===== config.mk =====
export PLATFORM = sky130hd
export DESIGN_NAME = fifo_wr_arbiter
export DESIGN_NICKNAME = d
export VERILOG_FILES = /design/src/rtl/fifo_wr_arbiter_pkg.sv /design/src/rtl/fifo_wr_arbiter_rr_pick.sv /design/src/rtl/fifo_wr_arbiter.sv
export SDC_FILE = /design/constraint.sdc
export NUM_CORES = 1
export LEC_CHECK = 0
export CAP_MARGIN = 20
export CORE_MARGIN = 1
export CORE_UTILIZATION = 40
export CTS_BUF_LIST = sky130_fd_sc_hd__clkbuf_16
export CTS_CLUSTER_SIZE = 20
export DETAILED_ROUTE_END_ITERATION = 12
export GPL_TIMING_DRIVEN = 0
export PLACE_DENSITY = 0.89
export SYNTH_ARGS = -nofsm -noshare
export SYNTH_HDL_FRONTEND = slang
export SYNTH_HIERARCHICAL = 1
export SYNTH_SLANG_ARGS = --single-unit
export TNS_END_PERCENT = 50

===== constraint.sdc =====
create_clock -name wclk -period 3.4 [get_ports wclk]
set_input_delay 0.34 -clock wclk [delete_from_list [all_inputs] [get_ports wclk]]
set_output_delay 0.34 -clock wclk [all_outputs]
set_load 0.03 [all_outputs]

===== src/rtl/fifo_wr_arbiter_pkg.sv =====
// Shared types, default parameters and width helpers for the FIFO write-port arbiter.
`timescale 1ns/1ps
package fifo_arb_pkg;

  typedef enum logic {
    IDLE  = 1'b0,
    BURST = 1'b1
  } arb_state_t;

  localparam int NREQ_DEF      = 4;
  localparam int DSIZE_DEF     = 8;
  localparam int BURST_LEN_DEF = 4;

  localparam int IDW  = $clog2(NREQ_DEF);
  localparam int CNTW = $clog2(BURST_LEN_DEF + 1);

  function automatic int idx_w(input int n);
    return (n > 1) ? $clog2(n) : 1;
  endfunction

  function automatic int cnt_w(input int b);
    return (b > 0) ? $clog2(b + 1) : 1;
  endfunction

endpackage


===== src/rtl/fifo_wr_arbiter_rr_pick.sv =====
// Combinational round-robin picker: first set request at or after the pointer, modulo NREQ.
`timescale 1ns/1ps
module rr_pick
  import fifo_arb_pkg::*;
#(
  parameter int NREQ = NREQ_DEF,
  parameter int PW   = idx_w(NREQ)
) (
  input  logic [NREQ-1:0] i_req,
  input  logic [PW-1:0]   i_rr_ptr,
  output logic [PW-1:0]   o_pick,
  output logic            o_any
);

  logic [PW:0] w_idx;

  // Scan from the farthest offset down so the closest hit is the last one assigned.
  always_comb begin
    o_pick = '0;
    o_any  = 1'b0;
    w_idx  = '0;
    for (int k = NREQ - 1; k >= 0; k--) begin
      w_idx = {1'b0, i_rr_ptr} + (PW + 1)'(k);
      if (w_idx >= (PW + 1)'(NREQ)) begin
        w_idx = w_idx - (PW + 1)'(NREQ);
      end
      if (i_req[w_idx[PW-1:0]]) begin
        o_pick = w_idx[PW-1:0];
        o_any  = 1'b1;
      end
    end
  end

endmodule


===== src/rtl/fifo_wr_arbiter.sv =====
// Round-robin, burst-locked arbiter sharing one async FIFO write port among NREQ requesters.
// Optional word/stall statistics counters are built when FIFO_WR_ARB_STATS_EN is defined.
`timescale 1ns/1ps
module fifo_wr_arbiter
  import fifo_arb_pkg::*;
#(
  parameter  int NREQ      = NREQ_DEF,
  parameter  int DSIZE     = DSIZE_DEF,
  parameter  int BURST_LEN = BURST_LEN_DEF,
  localparam int OWW       = (NREQ == NREQ_DEF) ? IDW : idx_w(NREQ),
  localparam int CW        = (BURST_LEN == BURST_LEN_DEF) ? CNTW : cnt_w(BURST_LEN)
) (
  input  logic                   wclk,
  input  logic                   wrst_n,
  input  logic [NREQ-1:0]        req,
  input  logic [NREQ*DSIZE-1:0]  wdata_in,
  output logic [NREQ-1:0]        ack,
  output logic                   busy,
  output logic [OWW-1:0]         owner,
  output logic                   winc,
  output logic [DSIZE-1:0]       wdata,
  input  logic                   wfull
`ifdef FIFO_WR_ARB_STATS_EN
  ,
  output logic [31:0]            beat_cnt,
  output logic [31:0]            stall_cnt
`endif
);

  arb_state_t       r_state;
  logic             r_busy;
  logic [OWW-1:0]   r_owner;
  logic [OWW-1:0]   r_rr_ptr;
  logic [CW-1:0]    r_cnt;

  logic [OWW-1:0]   w_pick;
  logic             w_any;
  logic             w_req_own;
  logic             w_winc;
  logic             w_last;
  logic             w_release;
  logic [OWW-1:0]   w_owner_next;
  logic [DSIZE-1:0] w_wdata;

  rr_pick #(
    .NREQ (NREQ),
    .PW   (OWW)
  ) u_rr_pick (
    .i_req    (req),
    .i_rr_ptr (r_rr_ptr),
    .o_pick   (w_pick),
    .o_any    (w_any)
  );

  assign w_req_own = req[r_owner];
  assign w_winc    = r_busy & w_req_own & ~wfull;
  assign w_last    = (r_cnt == CW'(BURST_LEN - 1));
  assign w_release = ~w_req_own | (w_winc & w_last);

  // Explicit wrap compare keeps non-power-of-2 NREQ correct.
  assign w_owner_next = (r_owner == OWW'(NREQ - 1)) ? '0 : r_owner + OWW'(1);

  always_comb begin
    w_wdata = '0;
    for (int i = 0; i < NREQ; i++) begin
      if (r_owner == OWW'(i)) begin
        w_wdata = wdata_in[i*DSIZE +: DSIZE];
      end
    end
  end

  always_ff @(posedge wclk or negedge wrst_n) begin
    if (!wrst_n) begin
      r_state  <= IDLE;
      r_busy   <= 1'b0;
      r_owner  <= '0;
      r_rr_ptr <= '0;
      r_cnt    <= '0;
    end else begin
      case (r_state)
        IDLE: begin
          if (w_any) begin
            r_owner <= w_pick;
            r_cnt   <= '0;
            r_state <= BURST;
            r_busy  <= 1'b1;
          end
        end
        BURST: begin
          if (w_winc) begin
            r_cnt <= r_cnt + CW'(1);
          end
          if (w_release) begin
            r_state  <= IDLE;
            r_busy   <= 1'b0;
            r_rr_ptr <= w_owner_next;
          end
        end
        default: begin
          r_state <= IDLE;
          r_busy  <= 1'b0;
        end
      endcase
    end
  end

  assign winc  = w_winc;
  assign wdata = w_wdata;
  assign ack   = w_winc ? (NREQ'(1) << r_owner) : '0;
  assign busy  = r_busy;
  assign owner = r_owner;

`ifdef FIFO_WR_ARB_STATS_EN
  logic [31:0] r_beat_cnt;
  logic [31:0] r_stall_cnt;
  logic        w_stall;

  // A stall is a cycle where the owner has data but the FIFO refuses it.
  assign w_stall = r_busy & w_req_own & wfull;

  always_ff @(posedge wclk or negedge wrst_n) begin
    if (!wrst_n) begin
      r_beat_cnt  <= '0;
      r_stall_cnt <= '0;
    end else begin
      if (w_winc) begin
        r_beat_cnt <= r_beat_cnt + 32'd1;
      end
      if (w_stall) begin
        r_stall_cnt <= r_stall_cnt + 32'd1;
      end
    end
  end

  assign beat_cnt  = r_beat_cnt;
  assign stall_cnt = r_stall_cnt;
`endif

endmodule

==> flow_summary.yaml, run 1 <==
run_status:
  run_status: "completed"
synth:
  ys_seq_elements: 9
  synth-adder-area-share_pct: 8.086
  synth-simple-area-share_pct: 31.94
  synthXorXnorAreaFrac_pct: 0.9434
  ys.flop_type: "dfrtp_1"
  synth_top_area_cell: "dfrtp_1"
  synth.distinct_cells: 30
  yosys-mux-area-fraction_pct: 7.008
  synth-edff-count: 0
  synthArstFlopShare_pct: 100.0
  synthTopCellsByArea: "dfrtp_1 (24%), a21oi_1 (9.7%), nand2_1 (9.3%)"
  ys_seq_area_share_pct: 24.26
  synth_top_cell_area_share_pct: 24.26
  synth_compound_area_share_pct: 23.72
  synth_nets: 170
  synth_top_family_by_area: "simple AND/OR/NAND/NOR gates"
  yosys_warnings: 6
  syn_inst: 125
  syn_area_sq_um: 928.4
  avgSynthCellArea_sq_um: 7.427
setup_path:
  critPathMaxFanout: 10
  crit_arrival_ps: 2730
  r2r_cells: 4
  setup.worst_path.class: "reg2out"
  crit_end: "wdata[6]"
  cp-startpoint: "owner[1]"
  r2r_start: "owner[1]"
  rrSetupSlack_ps: 1720
  start_kind: "flip-flop"
  timing.rr.end: "r_rr_ptr[1]"
  critPathRequiredTime_ps: 3060
  cp-end-kind: "output pin"
global_route:
  antenna_found_initial: 0
  grt_use_total_pct: 25.00
  overflow: 0
  grt_pass1_wl_microns: 4747
  grt_pass1_vias: 1079
  grt_max_degree: 11
final_layout:
  final_common_cell: "clkdlybuf4s50_1"
  nets: 229
  fillers: 173
  final_cell_count_no_fill: 211
  multi_input_area_sq_um: 665.6
  diodes: 0
  final_cell_mix: "clkdlybuf4s50_1 (54), nand2_1 (23), a21oi_1 (18)"
  drive_gt1_share_pct: 4.372
  area_growth_pct: 70.49
  fin_util_pct: 72.24
  design_area_sq_um: 1583
  seq_area_sq_um: 225.2
min_path:
  hp-class: "in2async"
route:
  wirelength_met1_microns: 1157
  routedWlPerCell_microns: 14.31
  maxUsedRoutingLayer: "met4"
  ant_nets: 0
  firstDrtPassIters: 4
  met3WireLength_microns: 275
  route.vias.total: 1133
  route.detailed.drc: 0
  via_per_inst: 5.370
  met2WireLength_microns: 1539
  routed_wl_microns: 3019
  drtIter0Drc: 19
clocking:
  cts-root-buf: "clkbuf_16"
  path_clk_slew_ps: 40
  postCtsSetupRepairBufs: 0
  hold_buffers: 0
  cts_buffer_depth: 2
  cts_resized: 0
  cts_tree: "yes"
  clock_latency_ps: 230
  numCtsBuffers: 3
  cts.htree.levels: 1
  clock_sinks: 9
timing:
  min_period_ps: 3074
  setup_viol: 0
  tns_ps: 0
  rsz0062_at_grt: "no"
  max_freq_mhz: 325.3
  whs_ps: 402.9
  final-max-slew-violation-count: 0
  finalWorstSetupSlack_ps: 326.3
  worst_pin_slew_ps: 385.7
  hold_viol_final: 0
  finalCritPeriodShare_pct: 90.40
  relSlewSlack_pct: 73.55
  skew_ps: 2.043
placement:
  gp_congestion: 0.8653
  placed_cell_area_sq_um: 1504
  dp_cells: 207
  detailed_place_hpwl_microns: 2287
  place_ws_ps: 575.9
  portBuffers: 54
die:
  ios: 55
  start_util_pct: 42.38
  die_x_microns: 50.18
  core_area_sq_um: 2191
  die-area_sq_um: 2518
  dieHeight_microns: 50.18
  rows: 17
power:
  p_leak_nw: 0.6167
  p_per_area_nw_per_um2: 858.5
  total_power_mw: 1.359
  max-vdd-ir-drop_mv: 0.6321
flow_run:
  cap_violations: 0
-- critical path, stage by stage (launching register included) --
cell and delay [ps]:
dfrtp_1 460, inv_1 140, ha_1 300, clkbuf_1 340, nand2_1 100, a21oi_1 200, a21oi_1 80, o21ai_0 190
clkdlybuf4s50_1 690
-- layout make-up --
class / count / share of cell area, %
multi-input cells: 106 / 42.06
repair buffers: 54 / 34.15
flip-flops and latches: 9 / 14.23
clock buffers: 3 / 4.743
well taps: 28 / 2.213
plain buffers: 7 / 1.660
inverters: 3 / 0.7115
clock inverters: 1 / 0.2372
-- where the power goes --
group          leakage, nW  internal (mW)  switching [mW]
logic                0.461          0.401           0.536
clock network       0.0423          0.153          0.0493
registers            0.113          0.152          0.0659
total                0.617          0.707           0.652
-- worst min path at each step --
stage	endpoint	from	slack, ps	cells past startpoint
floorplan	busy	wrst_n	40	0
global placement	r_cnt[2]	r_cnt[2]	490	1
detailed placement	r_cnt[2]	r_cnt[2]	510	1
CTS	r_rr_ptr[1]	wrst_n	420	1
global route	r_rr_ptr[0]	wrst_n	440	1
finish	r_rr_ptr[0]	wrst_n	400	1
-- cell families after synthesis --
family	after synthesis
AO/OA/AOI/OAI	36
XOR/XNOR	1
adder cells (fa/ha/maj)	6
buffers and inverters	10
flip-flops	9
multiplexers	6
AND/OR/NAND/NOR	57
-- synthesized netlist by cell type (2+ instances only) --
master    count
nand3b_1      9
dfrtp_1       9
ha_1          6
mux2i_1       4
o21ai_0      10
inv_1         3
a21oi_1      18
nand2b_1      3
nand2_1      23
nor2b_1       2
nor2_1        6
nor3b_1       2
nand3_1       5
clkbuf_1      6
and2_1        4
-- state kept, by name, summed over array words and instances (netlist names) --
signal	cells
busy	1
owner	2
r_cnt	3
r_rr_ptr	2
r_state	1
-- layer usage --
| metal | track usage (%) | up-vias |
|---|---|---|
| met2 | 47.33 | 53 |
| li1 | - | 556 |
| met3 | 7.273 | 8 |
| met5 | 0 | - |
| met4 | 6.667 | 0 |
| met1 | 26.33 | 516 |
(Power assumes the default switching activity.)
==> inputs of run 2 (changes only) <==
--- a/config.mk
+++ b/config.mk
@@ -17,4 +17,3 @@
 export SYNTH_HDL_FRONTEND = slang
 export SYNTH_HIERARCHICAL = 1
 export SYNTH_SLANG_ARGS = --single-unit
-export TNS_END_PERCENT = 50
==> results of run 2 <==
The final DEF is identical to that of run 1; final timing and power are the same.
==> inputs of run 3 (changes only) <==
--- a/config.mk
+++ b/config.mk
@@ -6,7 +6,6 @@
 export NUM_CORES = 1
 export LEC_CHECK = 0
 export CAP_MARGIN = 20
-export CORE_MARGIN = 1
 export CORE_UTILIZATION = 40
 export CTS_BUF_LIST = sky130_fd_sc_hd__clkbuf_16
 export CTS_CLUSTER_SIZE = 20
==> results of run 3 <==
The final DEF is identical to that of run 1; final timing and power are the same.
